[src/rtl/rom_fetch_ctrl.sv]
// Read-side fetch controller for the 7-step processor program ROM.
// Walks the ROM's latch-then-enable protocol and hands each byte to the core.
module rom_fetch_ctrl #(
  parameter int ADDR_W   = 8,
  parameter int DATA_W   = 8,
  parameter int AUTO_RUN = 0
) (
  input  logic              clk,
  input  logic              reset,
  input  logic              start,
  input  logic              fetch_req,
  input  logic              jump_en,
  input  logic [ADDR_W-1:0] jump_addr,
  input  logic [ADDR_W-1:0] noi,
  input  logic [DATA_W-1:0] rom_data,
  output logic [ADDR_W-1:0] rom_addr,
  output logic              rom_set_addr,
  output logic              rom_en_data,
  output logic [DATA_W-1:0] byte_out,
  output logic              byte_valid,
  output logic [ADDR_W-1:0] pc,
  output logic              busy,
  output logic              done
);

  localparam logic [2:0] S_IDLE     = 3'd0;
  localparam logic [2:0] S_WAIT     = 3'd1;
  localparam logic [2:0] S_SET_ADDR = 3'd2;
  localparam logic [2:0] S_EN_DATA  = 3'd3;
  localparam logic [2:0] S_VALID    = 3'd4;
  localparam logic [2:0] S_DONE     = 3'd5;

  localparam logic AUTO = (AUTO_RUN != 0);

  logic [2:0]        state_reg;
  logic [ADDR_W-1:0] pc_reg;
  logic [ADDR_W-1:0] noi_q_reg;
  logic [ADDR_W-1:0] addr_reg;
  logic [DATA_W-1:0] byte_reg;

  always_ff @(posedge clk) begin
    if (reset) begin
      state_reg <= S_IDLE;
      pc_reg    <= '0;
      noi_q_reg <= '0;
      addr_reg  <= '0;
      byte_reg  <= '0;
    end else begin
      case (state_reg)
        S_IDLE, S_DONE: begin
          if (start) begin
            pc_reg    <= '0;
            noi_q_reg <= noi;
            // An empty program skips WAIT only on the first start out of IDLE.
            state_reg <= (state_reg == S_IDLE && noi == '0) ? S_DONE : S_WAIT;
          end
        end
        S_WAIT: begin
          // End-of-program check has priority, so a jump past the end never touches the ROM.
          if (pc_reg >= noi_q_reg) begin
            state_reg <= S_DONE;
          end else if (jump_en) begin
            pc_reg <= jump_addr;
          end else if (fetch_req || AUTO) begin
            addr_reg  <= pc_reg;
            state_reg <= S_SET_ADDR;
          end
        end
        S_SET_ADDR: state_reg <= S_EN_DATA;
        S_EN_DATA: begin
          byte_reg  <= rom_data;
          pc_reg    <= pc_reg + ADDR_W'(1);
          state_reg <= S_VALID;
        end
        S_VALID: state_reg <= S_WAIT;
        default: state_reg <= S_IDLE;
      endcase
    end
  end

  // Strobes decode directly from state so they are exactly one cycle and mutually exclusive.
  assign rom_set_addr = (state_reg == S_SET_ADDR);
  assign rom_en_data  = (state_reg == S_EN_DATA);
  assign byte_valid   = (state_reg == S_VALID);
  assign done         = (state_reg == S_DONE);
  assign busy         = (state_reg != S_IDLE) && (state_reg != S_DONE);
  assign rom_addr     = addr_reg;
  assign byte_out     = byte_reg;
  assign pc           = pc_reg;

endmodule

[config.mk]
export PLATFORM = sky130hd
export DESIGN_NAME = rom_fetch_ctrl
export DESIGN_NICKNAME = d
export VERILOG_FILES = /design/src/rtl/rom_fetch_ctrl.sv
export SDC_FILE = /design/constraint.sdc
export NUM_CORES = 1
export LEC_CHECK = 0
export ABC_AREA = 1
export ABC_CLOCK_PERIOD_IN_PS = 1740
export BUFFER_PORTS_ARGS = -buffer_cell sky130_fd_sc_hd__buf_2
export CAP_MARGIN = 5
export CORE_ASPECT_RATIO = 0.75
export CORE_MARGIN = 2
export CORE_UTILIZATION = 43
export CTS_CLUSTER_DIAMETER = 150
export DETAILED_ROUTE_END_ITERATION = 10
export GPL_ROUTABILITY_DRIVEN = 0
export PLACE_DENSITY = 0.82
export RECOVER_POWER = 25
export SKIP_LAST_GASP = 1
export SLEW_MARGIN = 20
export SYNTH_ARGS = -nofsm -noshare
export SYNTH_HDL_FRONTEND = slang
export SYNTH_SLANG_ARGS = --single-unit
[constraint.sdc]
create_clock -name clk -period 1.74 [get_ports clk]
set_clock_uncertainty 0.1 [all_clocks]
set_input_delay 0.087 -clock clk [delete_from_list [all_inputs] [get_ports clk]]
set_output_delay 0.087 -clock clk [all_outputs]
set_load 0.01 [all_outputs]
==> impl_results.md <==
* Worst Hold Class: in -> reg
* Root Buffer: clkbuf_8
* Crit-path max FO at 5
* Vias in the first global route at 1857
* Setup ws final at ~0.035 ns
* Largest net degree at the start of global routing at 17
* Max-slew headroom at 0.719
* Critical path launch point type: register
* DR WL/cell at 13.7 microns
* Die area at between 4000 and 5000 sq um
* Initial Utilization at 0.452
* Fin crit period at approximately 1.7 ns
* DRC at 0
* GRT Total Usage at 0.231
* Placed insts at approximately 380
* Hold endpoint: noi_q_reg[3]
* Fin. max-slew vios at 0
* Type of the worst setup path: reg -> reg
* Clock Latency Late Sink at 0.30 ns
* Post-Synthesis Cell Area at 1860 sq um
* Fin crit share at 0.980
* CTS buffer count at 5
* Critical path arrival at 1.79 ns
* Area growth syn-to-layout at 45.1%
* Total congestion overflow at 0
* Final WL at 5.62 mm
* Hold path startpoint: noi[3]
* Max Buffers Root-to-Sink at 2
* Worst reg2reg path startpoint: pc[7]
* Clock transition at path regs at about 0.080 ns
* Share of layout cells above drive strength 1 at 0.348
* Pwr per Cell Area at 1650 nW/um^2
* Vias per inst at 5.06
* Worst R2R Setup Slack at 0.03 ns
* Worst Path Required at around 1.8 ns
* WL met2 at between 2 and 3 mm
* Routed via count at slightly above 2000
* ANT nets after route at 0
* Fin cells at 411
* Overall die width at ~80 microns
* Nets at 393
* H-tree depth at 2
* Yosys cell types at 35
* Iteration-0 DRC Markers at 196
* ANT cells at 0
* Hold Violations, Final at 0
* Status: completed
* Crit path depth at 9
* Clk sinks at 35
* Syn Area/Cell at 6.98 sq um
* CP startpoint: pc[7]
* Die Y at 60.9 microns
* First-pass GRT wire length at 8.52 mm
* TritonRoute pass-1 iters at 4
* Synth Instances at 266
* Setup TNS at 0 ns
* DP Wirelength at 3.78 mm
* Buffers on Ports at 57
* Hold path cells at 3
* Met3 wire len at 436 microns
* Finished Core Util at 0.656
* Area of the core at 4100 sq um
* Worst-Margin Slew at 0.421 ns
* #FFs+latches synth at 35
* Critical path buffers and inverters at 1
* Highest Signal Layer: met4
* Io pins at 58
* Delay-heaviest family, CP: simple AND/OR/NAND/NOR gates
* Met1 wire length at 2.44 mm
* Post-synthesis sequential area ratio at 0.378
* Max Cap Viol at 0
* Worst path cell trace: ha_4, a21o_1, nor2_4, buf_4, nand4_1, nand2_2, nand2_2, nand2_2, nor2_2
* Syn nets at 304
* VDD IR-drop max at 0.00124 V
* Final Setup Violations at 0
* CTS tree: built
* Placement Rows at 20
* Slowest cell on crit path: dfxtp_2
* Initial antenna violation count at 0
* Top cell by count, worst path: nand2_2
* Reg2reg path depth at 9
* P_leak at 0.00122 uW
* CP Capture Type: register
* Yosys warning count at 0
* RSZ-0062 raised after global routing: yes
* Pre-CTS WS at -0.0315 ns
* CP max stage delay at 0.35 ns
* RR Endpoint: state_reg[0]
* Max Freq at just under 0.6 GHz
-- through the flow --
step | power (uW) | cell area [sq um] | hold slack (ns)
after CTS | 4030 | 2550 | 0.0121
final | 4440 | 2690 | 0.00537
after global routing | 4780 | 2690 | 0.0413
after global placement | 3110 | 2270 | 0.229
after detailed placement | 3200 | 2270 | 0.237
after floorplan | 2610 | 1870 | 0.122
-- how the worst max path moves through the flow --
stage	end	slack [ns]
finish	state_reg[0]	0.03
global route	state_reg[0]	-0.07
CTS	rom_addr[6]	0.003
detailed placement	pc[4]	-0.03
global placement	pc[4]	0.04
floorplan	pc[4]	0.004
-- layer usage --
layer,GRT usage,vias to the layer above
met5,0,-
met4,0.0920,0
met3,0.0491,18
met2,0.377,85
met1,0.304,942
li1,-,1033
-- cell type report --
type | count | area, sq um
flip-flops and latches | 35 | 712
clock inverters | 3 | 43.8
multi-input cells | 196 | 1140
well taps | 55 | 68.8
inverters | 27 | 106
fillers | 371 | 1410
clock buffers | 5 | 68.8
repair buffers | 90 | 557
-- synthesized netlist by cell type (all sizes together) --
library cell,count,area share
clkbuf,5,0.010
dfxtp,35,0.38
xor2,1,0.0047
xnor2,1,0.0047
a31oi,1,0.0034
a2bb2oi,1,0.0047
buf,4,0.019
nand2,60,0.13
and3,1,0.0061
clkinv,1,0.0027
nand3,10,0.030
o21ai,24,0.069
nand3b,1,0.0040
nor2,55,0.12
nor3b,1,0.0040
nand4,3,0.018
inv,26,0.054
o31ai,1,0.0040
nor3,4,0.011
a21o,1,0.0040
ha,9,0.061
a22o,1,0.0047
a21oi,20,0.054
-- tightest hold or removal path: stages --
cell and delay [ns]:
buf_2 0.09, o21ai_0 0.07, a21oi_1 0.11
-- what timing repair did --
action / 4_1_cts / 5_1_grt
hold endpoints to repair: 22 / 0
hold buffers: 15 / 0
gates cloned: 0 / 1
endpoints found under the setup margin: 5 / 20
buffers inserted: 2 / 2
resized for setup: 2 / 38
pin swaps: 1 / 12
-- kinds of logic after synthesis --
group | Yosys count | share of synthesized area
AOI/OAI and AO/OA | 49 | 0.144
xor gates and xnor gates | 2 | 0.00944
adders and majority gates | 9 | 0.0607
buffers and inverters | 36 | 0.0856
DFF | 35 | 0.378
and+or+nand+nor | 135 | 0.323
-- where the power goes --
part,internal (uW),leakage [uW],switching (uW)
clock network,427,0.0000581,322
logic,1000,0.000869,1530
registers,1010,0.000289,151
total,2440,0.00122,2000
-- layout by cell type, fill, tap and decap left out, drive strengths merged --
cell type	instances
nor3b	1
nand4	3
o31ai	1
nor2	55
nand3	10
and3	1
nand3b	1
dlygate4sd3	15
dfxtp	35
a2bb2oi	1
ha	9
a21oi	20
a31oi	1
xnor2	1
o21ai	24
nor3	4
bufinv	1
a22o	1
inv	27
buf	61
nand2	61
xor2	1
clkbuf	19
clkinv	2
a21o	1
(Power assumes the default switching activity.)
